**src/rtl/seq_det_ctrl.sv**
```systemverilog
// Programmable serial-pattern detection controller: holds pattern/length/overlap
// configuration, runs a detection window over gated serial bits and counts matches.
module seq_det_ctrl #(
  parameter int unsigned PAT_W = 8,
  parameter int unsigned CNT_W = 8,
  parameter int unsigned WIN_W = 16
) (
  input  logic             clk,
  input  logic             rst,
  input  logic             cfg_we,
  input  logic [PAT_W-1:0] cfg_pat,
  input  logic [3:0]       cfg_len,
  input  logic             cfg_ovl,
  input  logic [WIN_W-1:0] cfg_win,
  input  logic [CNT_W-1:0] cfg_thr,
  input  logic             start,
  input  logic             abort,
  input  logic             x_valid,
  input  logic             x,
  output logic             busy,
  output logic             match,
  output logic             done,
  output logic             hit,
  output logic [CNT_W-1:0] match_cnt
);

  localparam int unsigned   FW       = $clog2(PAT_W + 1);
  localparam logic [FW-1:0] FILL_MAX = FW'(PAT_W);
  localparam logic [3:0]    LEN_MAX  = 4'(PAT_W);

  typedef enum logic [1:0] {S_IDLE, S_RUN, S_DONE} state_t;

  state_t           state_q, state_d;
  logic [PAT_W-1:0] pat_q, pat_d;
  logic [3:0]       len_q, len_d;
  logic             ovl_q, ovl_d;
  logic [WIN_W-1:0] win_q, win_d;
  logic [CNT_W-1:0] thr_q, thr_d;
  logic [PAT_W-1:0] hist_q, hist_d;
  logic [FW-1:0]    fill_q, fill_d;
  logic [WIN_W-1:0] bitcnt_q, bitcnt_d;
  logic [CNT_W-1:0] cnt_q, cnt_d;
  logic             hit_q, hit_d;
  logic             match_q, match_d;

  logic [3:0]       len_w;
  logic [PAT_W-1:0] shifted;
  logic [PAT_W-1:0] mask;
  logic [4:0]       fill_p1;
  logic             pat_hit;
  logic [FW-1:0]    fill_inc;
  logic [CNT_W-1:0] cnt_inc;
  logic             win_end;

  // Length is clamped once at write time so the datapath only sees 1..PAT_W.
  always_comb begin
    len_w = cfg_len;
    if (cfg_len == 4'd0) begin
      len_w = 4'd1;
    end else if (cfg_len > LEN_MAX) begin
      len_w = LEN_MAX;
    end
  end

  always_comb begin
    shifted = {hist_q[PAT_W-2:0], x};
    mask    = '0;
    for (int unsigned i = 0; i < PAT_W; i++) begin
      mask[i] = (i < 32'(len_q));
    end
    fill_p1  = 5'(fill_q) + 5'd1;
    pat_hit  = (fill_p1 >= {1'b0, len_q}) && (((shifted ^ pat_q) & mask) == '0);
    fill_inc = (fill_q == FILL_MAX) ? fill_q : fill_q + FW'(1);
    cnt_inc  = (cnt_q == '1) ? cnt_q : cnt_q + CNT_W'(1);
    win_end  = (win_q != '0) && ((bitcnt_q + WIN_W'(1)) == win_q);
  end

  always_comb begin
    state_d  = state_q;
    pat_d    = pat_q;
    len_d    = len_q;
    ovl_d    = ovl_q;
    win_d    = win_q;
    thr_d    = thr_q;
    hist_d   = hist_q;
    fill_d   = fill_q;
    bitcnt_d = bitcnt_q;
    cnt_d    = cnt_q;
    hit_d    = hit_q;
    match_d  = 1'b0;
    unique case (state_q)
      S_IDLE: begin
        if (cfg_we) begin
          pat_d = cfg_pat;
          len_d = len_w;
          ovl_d = cfg_ovl;
          win_d = cfg_win;
          thr_d = cfg_thr;
        end
        if (start) begin
          state_d  = S_RUN;
          hist_d   = '0;
          fill_d   = '0;
          bitcnt_d = '0;
          cnt_d    = '0;
          hit_d    = 1'b0;
        end
      end
      S_RUN: begin
        if (abort) begin
          state_d = S_IDLE;
        end else if (x_valid) begin
          hist_d   = shifted;
          bitcnt_d = bitcnt_q + WIN_W'(1);
          fill_d   = fill_inc;
          if (pat_hit) begin
            match_d = 1'b1;
            cnt_d   = cnt_inc;
            if ((thr_q != '0) && (cnt_inc == thr_q)) begin
              hit_d = 1'b1;
            end
            if (!ovl_q) begin
              fill_d = '0;
            end
          end
          if (win_end) begin
            state_d = S_DONE;
          end
        end
      end
      S_DONE: begin
        state_d = S_IDLE;
      end
      default: begin
        state_d = S_IDLE;
      end
    endcase
  end

  always_ff @(posedge clk) begin
    if (rst) begin
      state_q  <= S_IDLE;
      pat_q    <= '0;
      len_q    <= 4'd1;
      ovl_q    <= 1'b0;
      win_q    <= '0;
      thr_q    <= '0;
      hist_q   <= '0;
      fill_q   <= '0;
      bitcnt_q <= '0;
      cnt_q    <= '0;
      hit_q    <= 1'b0;
      match_q  <= 1'b0;
    end else begin
      state_q  <= state_d;
      pat_q    <= pat_d;
      len_q    <= len_d;
      ovl_q    <= ovl_d;
      win_q    <= win_d;
      thr_q    <= thr_d;
      hist_q   <= hist_d;
      fill_q   <= fill_d;
      bitcnt_q <= bitcnt_d;
      cnt_q    <= cnt_d;
      hit_q    <= hit_d;
      match_q  <= match_d;
    end
  end

  assign busy      = (state_q != S_IDLE);
  assign done      = (state_q == S_DONE);
  assign match     = match_q;
  assign hit       = hit_q;
  assign match_cnt = cnt_q;

endmodule

```
**config.mk**
```make
export PLATFORM = sky130hd
export DESIGN_NAME = seq_det_ctrl
export DESIGN_NICKNAME = d
export VERILOG_FILES = /design/src/rtl/seq_det_ctrl.sv
export SDC_FILE = /design/constraint.sdc
export NUM_CORES = 1
export LEC_CHECK = 0
export CORE_UTILIZATION = 50
export DETAILED_ROUTE_END_ITERATION = 10
export GPL_TIMING_DRIVEN = 0
export MAX_ROUTING_LAYER = met4
export PLACE_DENSITY = 0.8
export SLEW_MARGIN = 20
export SYNTH_ARGS = -nofsm -noshare
export SYNTH_HDL_FRONTEND = slang
export SYNTH_SLANG_ARGS = --single-unit
```
**constraint.sdc**
```tcl
create_clock -name clk -period 4.26 [get_ports clk]
set_input_delay 0.852 -clock clk [delete_from_list [all_inputs] [get_ports clk]]
set_output_delay 0.852 -clock clk [all_outputs]
set_load 0.03 [all_outputs]
```
==> results of run 1 <==
==> worst min-delay path by stage <==
stage	to	slack (ps)
after floorplan	pat_q[7]$_SDFFE_PP0P_	450
after global placement	pat_q[7]$_SDFFE_PP0P_	460
after detailed placement	pat_q[2]$_SDFFE_PP0P_	460
after CTS	pat_q[2]$_SDFFE_PP0P_	470
after global routing	pat_q[5]$_SDFFE_PP0P_	500
final	pat_q[0]$_SDFFE_PP0P_	470
==> power by group through the flow <==
stage,registers [mW],clock network (mW),logic (mW)
after detailed placement,0.779,0,0.231
after floorplan,0.772,0,0.145
after CTS,0.763,0.608,0.233
final,0.764,0.601,0.235
after global routing,0.767,0.651,0.260
after global placement,0.778,0,0.226
==> critical path, cell delays in order <==
cell             delay (ps)
clkdlybuf4s50_1         570
nor3b_1                 890
nand4_1                 520
o211ai_1                330
a21oi_1                  90
==> synthesized netlist by cell type, types with 4 or more instances <==
cell type / instances / area, µm²
nand3_1: 24 / 120
o211ai_1: 4 / 30.0
o21a_1: 4 / 30.0
nand4_1: 7 / 43.8
a31oi_1: 7 / 43.8
dfxtp_1: 76 / 1520
o22ai_1: 4 / 25.0
nor2_1: 35 / 131
o21ai_0: 22 / 110
and3_1: 9 / 56.3
inv_1: 12 / 45.0
xnor2_1: 22 / 193
nor3_1: 16 / 80.1
xor2_1: 10 / 87.6
ha_1: 8 / 100
nand2b_1: 9 / 56.3
a21oi_1: 79 / 395
nand3b_1: 6 / 45.0
clkbuf_1: 24 / 90.1
nor4_1: 10 / 62.6
buf_2: 7 / 35.0
a211oi_1: 4 / 30.0
a311oi_1: 8 / 70.1
mux2i_1: 6 / 60.1
nand2_1: 107 / 402
==> cell type report <==
| cell class | instances | area [µm²] | area share |
|---|---|---|---|
| repair buffers | 54 | 541 | 0.107 |
| flip-flops and latches | 76 | 1520 | 0.302 |
| multi-input cells | 434 | 2440 | 0.484 |
| clock inverters | 7 | 91.3 | 0.0181 |
| clock buffers | 9 | 124 | 0.0246 |
| inverters | 12 | 45.0 | 0.00894 |
| plain buffers | 35 | 151 | 0.0300 |
| well taps | 102 | 128 | 0.0253 |
==> sequential cells by signal (all words and copies together), names as in the netlist <==
register	count
win_q	16
match_cnt	8
hit	1
hist_q	7
pat_q	8
state_q	2
match	1
bitcnt_q	16
ovl_q	1
thr_q	8
len_q	4
fill_q	4
==> stage by stage <==
stage,hold WS [ps],instance area (µm²)
5_1_grt,504,5040
2_1_floorplan,448,4160
3_3_place_gp,457,4820
4_1_cts,470,5040
6_report,472,5040
3_5_place_dp,460,4820
==> logic make-up (layout without fill, tap and decap cells) <==
group	Yosys count	in the layout	synth area share
flip-flops	76	76	0.366
buffers and inverters	47	117	0.0473
AO/OA/AOI/OAI	147	147	0.207
AND/OR/NAND/NOR	241	241	0.274
adder cells (fa/ha/maj)	8	8	0.0241
XOR/XNOR	32	32	0.0674
multiplexers	6	6	0.0144
==> metal layers <==
layer,track usage,share of wire,vias up
met2,0.428,0.46,126
met3,0.0390,0.054,21
li1,-,-,2103
met1,0.360,0.47,1981
met4,0.0846,0.016,0
met5,-,0,-
==> results.sh, run 1 <==
export IMPL_status="completed"
export IMPL_syn_area_um2=4160
export IMPL_grt_pass1_wl_mm=18.2
export IMPL_synth_edff_count=0
export IMPL_grt_max_degree=14
export IMPL_clkTransAtPathRegs_ps=80
export IMPL_route_detailed_drc=0
export IMPL_diodes=0
export IMPL_r2r_slack_ps=1590
export IMPL_rsz0062_at_grt="no"
export IMPL_viasPerCell=5.80
export IMPL_worstPathRequired_ps=4480
export IMPL_antenna_found_initial=0
export IMPL_clockPowerShare=0.376
export IMPL_fillerInstances=710
export IMPL_fin_ws_ps=1220
export IMPL_post_cts_buffers=0
export IMPL_yosysWarningCount=0
export IMPL_gp_congestion=0.918
export IMPL_achievable_frequency_mhz=329
export IMPL_die_w_um=93.2
export IMPL_r2r_start="bitcnt_q[0]$_SDFFE_PP0P_"
export IMPL_first_pass_iters=6
export IMPL_holdBufCountCts=0
export IMPL_synth_async_reset_ratio=0
export IMPL_syn_num_nets=609
export IMPL_cp_start_kind="input pin"
export IMPL_p_int_mw=1.17
export IMPL_hpwl_mm=8.15
export IMPL_ff2ff_path_depth=7
export IMPL_synth_cell_types=53
export IMPL_whs_path_depth=2
export IMPL_clock_skew_ps=11.5
export IMPL_nets=674
export IMPL_p_sw_mw=0.432
export IMPL_numClockSinks=76
export IMPL_setup_viol=0
export IMPL_powerDensity_nw_per_um2=317
export IMPL_dieArea_um2=8680
export IMPL_synth_ff_type="dfxtp_1"
export IMPL_first_global_vias=3955
export IMPL_min_delay_start="pat_q[0]$_SDFFE_PP0P_"
export IMPL_postCtsResizedCells=0
export IMPL_leakage_nw=1.77
export IMPL_cts_buffers=9
export IMPL_htreeDepth=3
export IMPL_die_h_um=93.2
export IMPL_io_pins=56
export IMPL_ir_drop_uv=179
export IMPL_dp_cells=713
export IMPL_vias=4231
export IMPL_drive_above_1_share=0.0447
export IMPL_ys_ff_latch=76
export IMPL_cts_buffer_depth=2
export IMPL_syn_to_final_growth_pct=21.3
export IMPL_hold_viol=0
export IMPL_wl_per_cell_um=14.9
export IMPL_port_buffers=54
export IMPL_core_um2=7890
export IMPL_synth_cells=557
export IMPL_max_cap_viol_count=0
export IMPL_grt_overflow=0
export IMPL_cts_root_buf="clkbuf_8"
export IMPL_p_sw_frac=0.270
export IMPL_setup_worst_path_start="x_valid"
export IMPL_comb_power_share=0.147
export IMPL_start_util=0.527
export IMPL_final_common_cell="nand2_1"
export IMPL_ys_seq_area_frac=0.366
export IMPL_worstPathArrival_ps=3260
export IMPL_routed_wl_mm=10.8
export IMPL_worst_path_max_fanout=7
export IMPL_p_total_mw=1.60
export IMPL_tightest_slew_ps=1070
export IMPL_ant_nets=0
export IMPL_cts_tree="yes"
export IMPL_timing_worst_setup_path_type="in -> reg"
export IMPL_postSynthAreaPerCell_um2=7.46
export IMPL_crit_path_end="match_cnt[1]$_SDFFE_PP0P_"
export IMPL_clock_latency_ps=350
export IMPL_fin_util=0.639
export IMPL_period_share=0.713
export IMPL_finalMaxSlewViolations=0
export IMPL_r2r_end="state_q[1]$_SDFFE_PP0P_"
export IMPL_preCtsSetupSlack_ps=916
export IMPL_endpoint_kind="register"
export IMPL_seqPwrFrac=0.477
export IMPL_relSlewSlack=0.284
export IMPL_std_cell_rows=32
export IMPL_min_period_ps=3040
export IMPL_layout_cells_non_filler=729
export IMPL_final_setup_tns_ps=0
export IMPL_grt_usage=0.271
export IMPL_drtIter0Drc=342
export IMPL_layout_common_cells="nand2_1 (107), a21oi_1 (79), dfxtp_1 (76), clkdlybuf4s50_1 (54), nor2_1 (35)"
export IMPL_hp_class="reg -> reg"
Power figures use the tool's default switching activity.
==> run 2, diff against run 1 <==
Clock period 4.26 ns to 2.9 ns, I/O delays scaled along.
==> results.sh, run 2 (synthesized netlist as in run 1, its figures left out) <==
export IMPL_leakage_nw=1.77
export IMPL_core_um2=7890
export IMPL_worst_path_max_fanout=7
export IMPL_viasPerCell=5.80
export IMPL_dieArea_um2=8680
export IMPL_ant_nets=0
export IMPL_grt_usage=0.271
export IMPL_nets=674
export IMPL_ir_drop_uv=264
export IMPL_cpPeakStageDelay_ps=490
export IMPL_min_period_ps=2610
export IMPL_hold_viol=0
export IMPL_start_util=0.527
export IMPL_p_sw_mw=0.635
export IMPL_rsz0062_at_grt="no"
export IMPL_cp_start_kind="register"
export IMPL_layout_common_cells="nand2_1 (107), a21oi_1 (79), dfxtp_1 (76), clkdlybuf4s50_1 (54), nor2_1 (35)"
export IMPL_numClockSinks=76
export IMPL_max_cap_viol_count=0
export IMPL_clockPowerShare=0.376
export IMPL_tightest_slew_ps=611
export IMPL_port_buffers=54
export IMPL_achievable_frequency_mhz=384
export IMPL_antenna_found_initial=0
export IMPL_die_w_um=93.2
export IMPL_drtIter0Drc=326
export IMPL_p_sw_frac=0.270
export IMPL_routed_wl_mm=10.8
export IMPL_timing_worst_setup_path_type="reg -> reg"
export IMPL_std_cell_rows=32
export IMPL_cts_buffer_depth=2
export IMPL_endpoint_kind="register"
export IMPL_clkTransAtPathRegs_ps=80
export IMPL_finalMaxSlewViolations=0
export IMPL_die_h_um=93.2
export IMPL_comb_power_share=0.147
export IMPL_hold_ws_ps=471
export IMPL_first_pass_iters=5
export IMPL_vias=4231
export IMPL_grt_overflow=0
export IMPL_reg_largest_list="bitcnt_q: 16 flops, win_q: 16 flops"
export IMPL_worstPathRequired_ps=3200
export IMPL_status="completed"
export IMPL_grt_max_degree=14
export IMPL_first_global_vias=3955
export IMPL_drive_above_1_share=0.0463
export IMPL_clock_latency_ps=350
export IMPL_wl_per_cell_um=14.8
export IMPL_route_detailed_drc=0
export IMPL_post_cts_buffers=0
export IMPL_worstPathArrival_ps=2900
export IMPL_final_setup_tns_ps=0
export IMPL_ff2ff_path_depth=7
export IMPL_relSlewSlack=0.592
export IMPL_slowest_stage="a2111oi_1"
export IMPL_whs_path_depth=2
export IMPL_period_share=0.899
export IMPL_io_pins=56
export IMPL_setup_viol=0
export IMPL_cts_tree="yes"
export IMPL_seqPwrFrac=0.477
export IMPL_cts_root_buf="clkbuf_8"
export IMPL_clock_skew_ps=11.3
export IMPL_hpwl_mm=8.15
export IMPL_crit_chain="ha_1 -> and3_1 -> nand3_1 -> nor3_1 -> xnor2_1 -> a2111oi_1 -> and4b_1"
export IMPL_cts_buffers=9
export IMPL_p_int_mw=1.72
export IMPL_syn_to_final_growth_pct=21.4
export IMPL_hp_class="reg -> reg"
export IMPL_gp_congestion=0.918
export IMPL_final_common_cell="nand2_1"
export IMPL_diodes=0
export IMPL_powerDensity_nw_per_um2=466
export IMPL_htreeDepth=3
export IMPL_grt_pass1_wl_mm=18.2
## run 2: cell counts in the layout (fill, tap and decap cells not counted)
Identical to the previous run, type by type.
## run 2: timing repair
item / in CTS / in global routing
setup endpoints to repair: 0 / 4
resized for setup: 0 / 2
hold buffers: 0 / 0
## run 2: power by group through the flow
stage | Clock, mW | Sequential [mW] | Combinational, mW
floorplan | 0 | 1.13 | 0.213
global placement | 0 | 1.14 | 0.332
detailed placement | 0 | 1.15 | 0.340
CTS | 0.892 | 1.12 | 0.342
global route | 0.956 | 1.13 | 0.383
finish | 0.883 | 1.12 | 0.346
## run 2: per-stage QoR
stage | setup slack (ps) | util | instances | power, mW | instance area, µm²
2_1_floorplan | 727 | - | 557 | 1.35 | 4160
3_3_place_gp | -168 | 0.612 | 713 | 1.47 | 4820
3_5_place_dp | -172 | 0.612 | 713 | 1.49 | 4820
4_1_cts | 193 | 0.639 | 729 | 2.36 | 5040
5_1_grt | 45.7 | 0.640 | 729 | 2.47 | 5050
6_report | 293 | 0.640 | 729 | 2.35 | 5050
## run 2: path summary, 6_finish.rpt
path	from	endpoint	slack (ps)
setup / recovery	bitcnt_q[0]$_SDFFE_PP0P_	state_q[1]$_SDFFE_PP0P_	290
hold / removal	pat_q[0]$_SDFFE_PP0P_	pat_q[0]$_SDFFE_PP0P_	470
setup reg to reg	bitcnt_q[0]$_SDFFE_PP0P_	state_q[1]$_SDFFE_PP0P_	290
hold reg to reg	pat_q[0]$_SDFFE_PP0P_	pat_q[0]$_SDFFE_PP0P_	470
## run 2: per-layer routing
layer,vias to the layer above,global-route usage,part of all wire
met5,-,-,0
met4,0,0.0846,0.016
met3,18,0.0390,0.053
met2,114,0.428,0.46
met1,1994,0.360,0.47
li1,2105,-,-
## run 2: area by class of cell
type	instances	area, µm²
buffer	35	151
tap	102	128
fill	710	2840
multi-input combinational	434	2440
timing repair buffer	54	541
inverter	12	45.0
clock inverter	7	91.3
sequential	76	1520
clock buffer	9	124
## run 2: critical path: cells and delay by family, from the launching register on
kind / cells / cell delay [ps]
AOI/OAI and AO/OA: 1 / 490
adders and majority gates: 1 / 330
DFF: 1 / 430
xor gates and xnor gates: 1 / 130
and+or+nand+nor: 4 / 1170
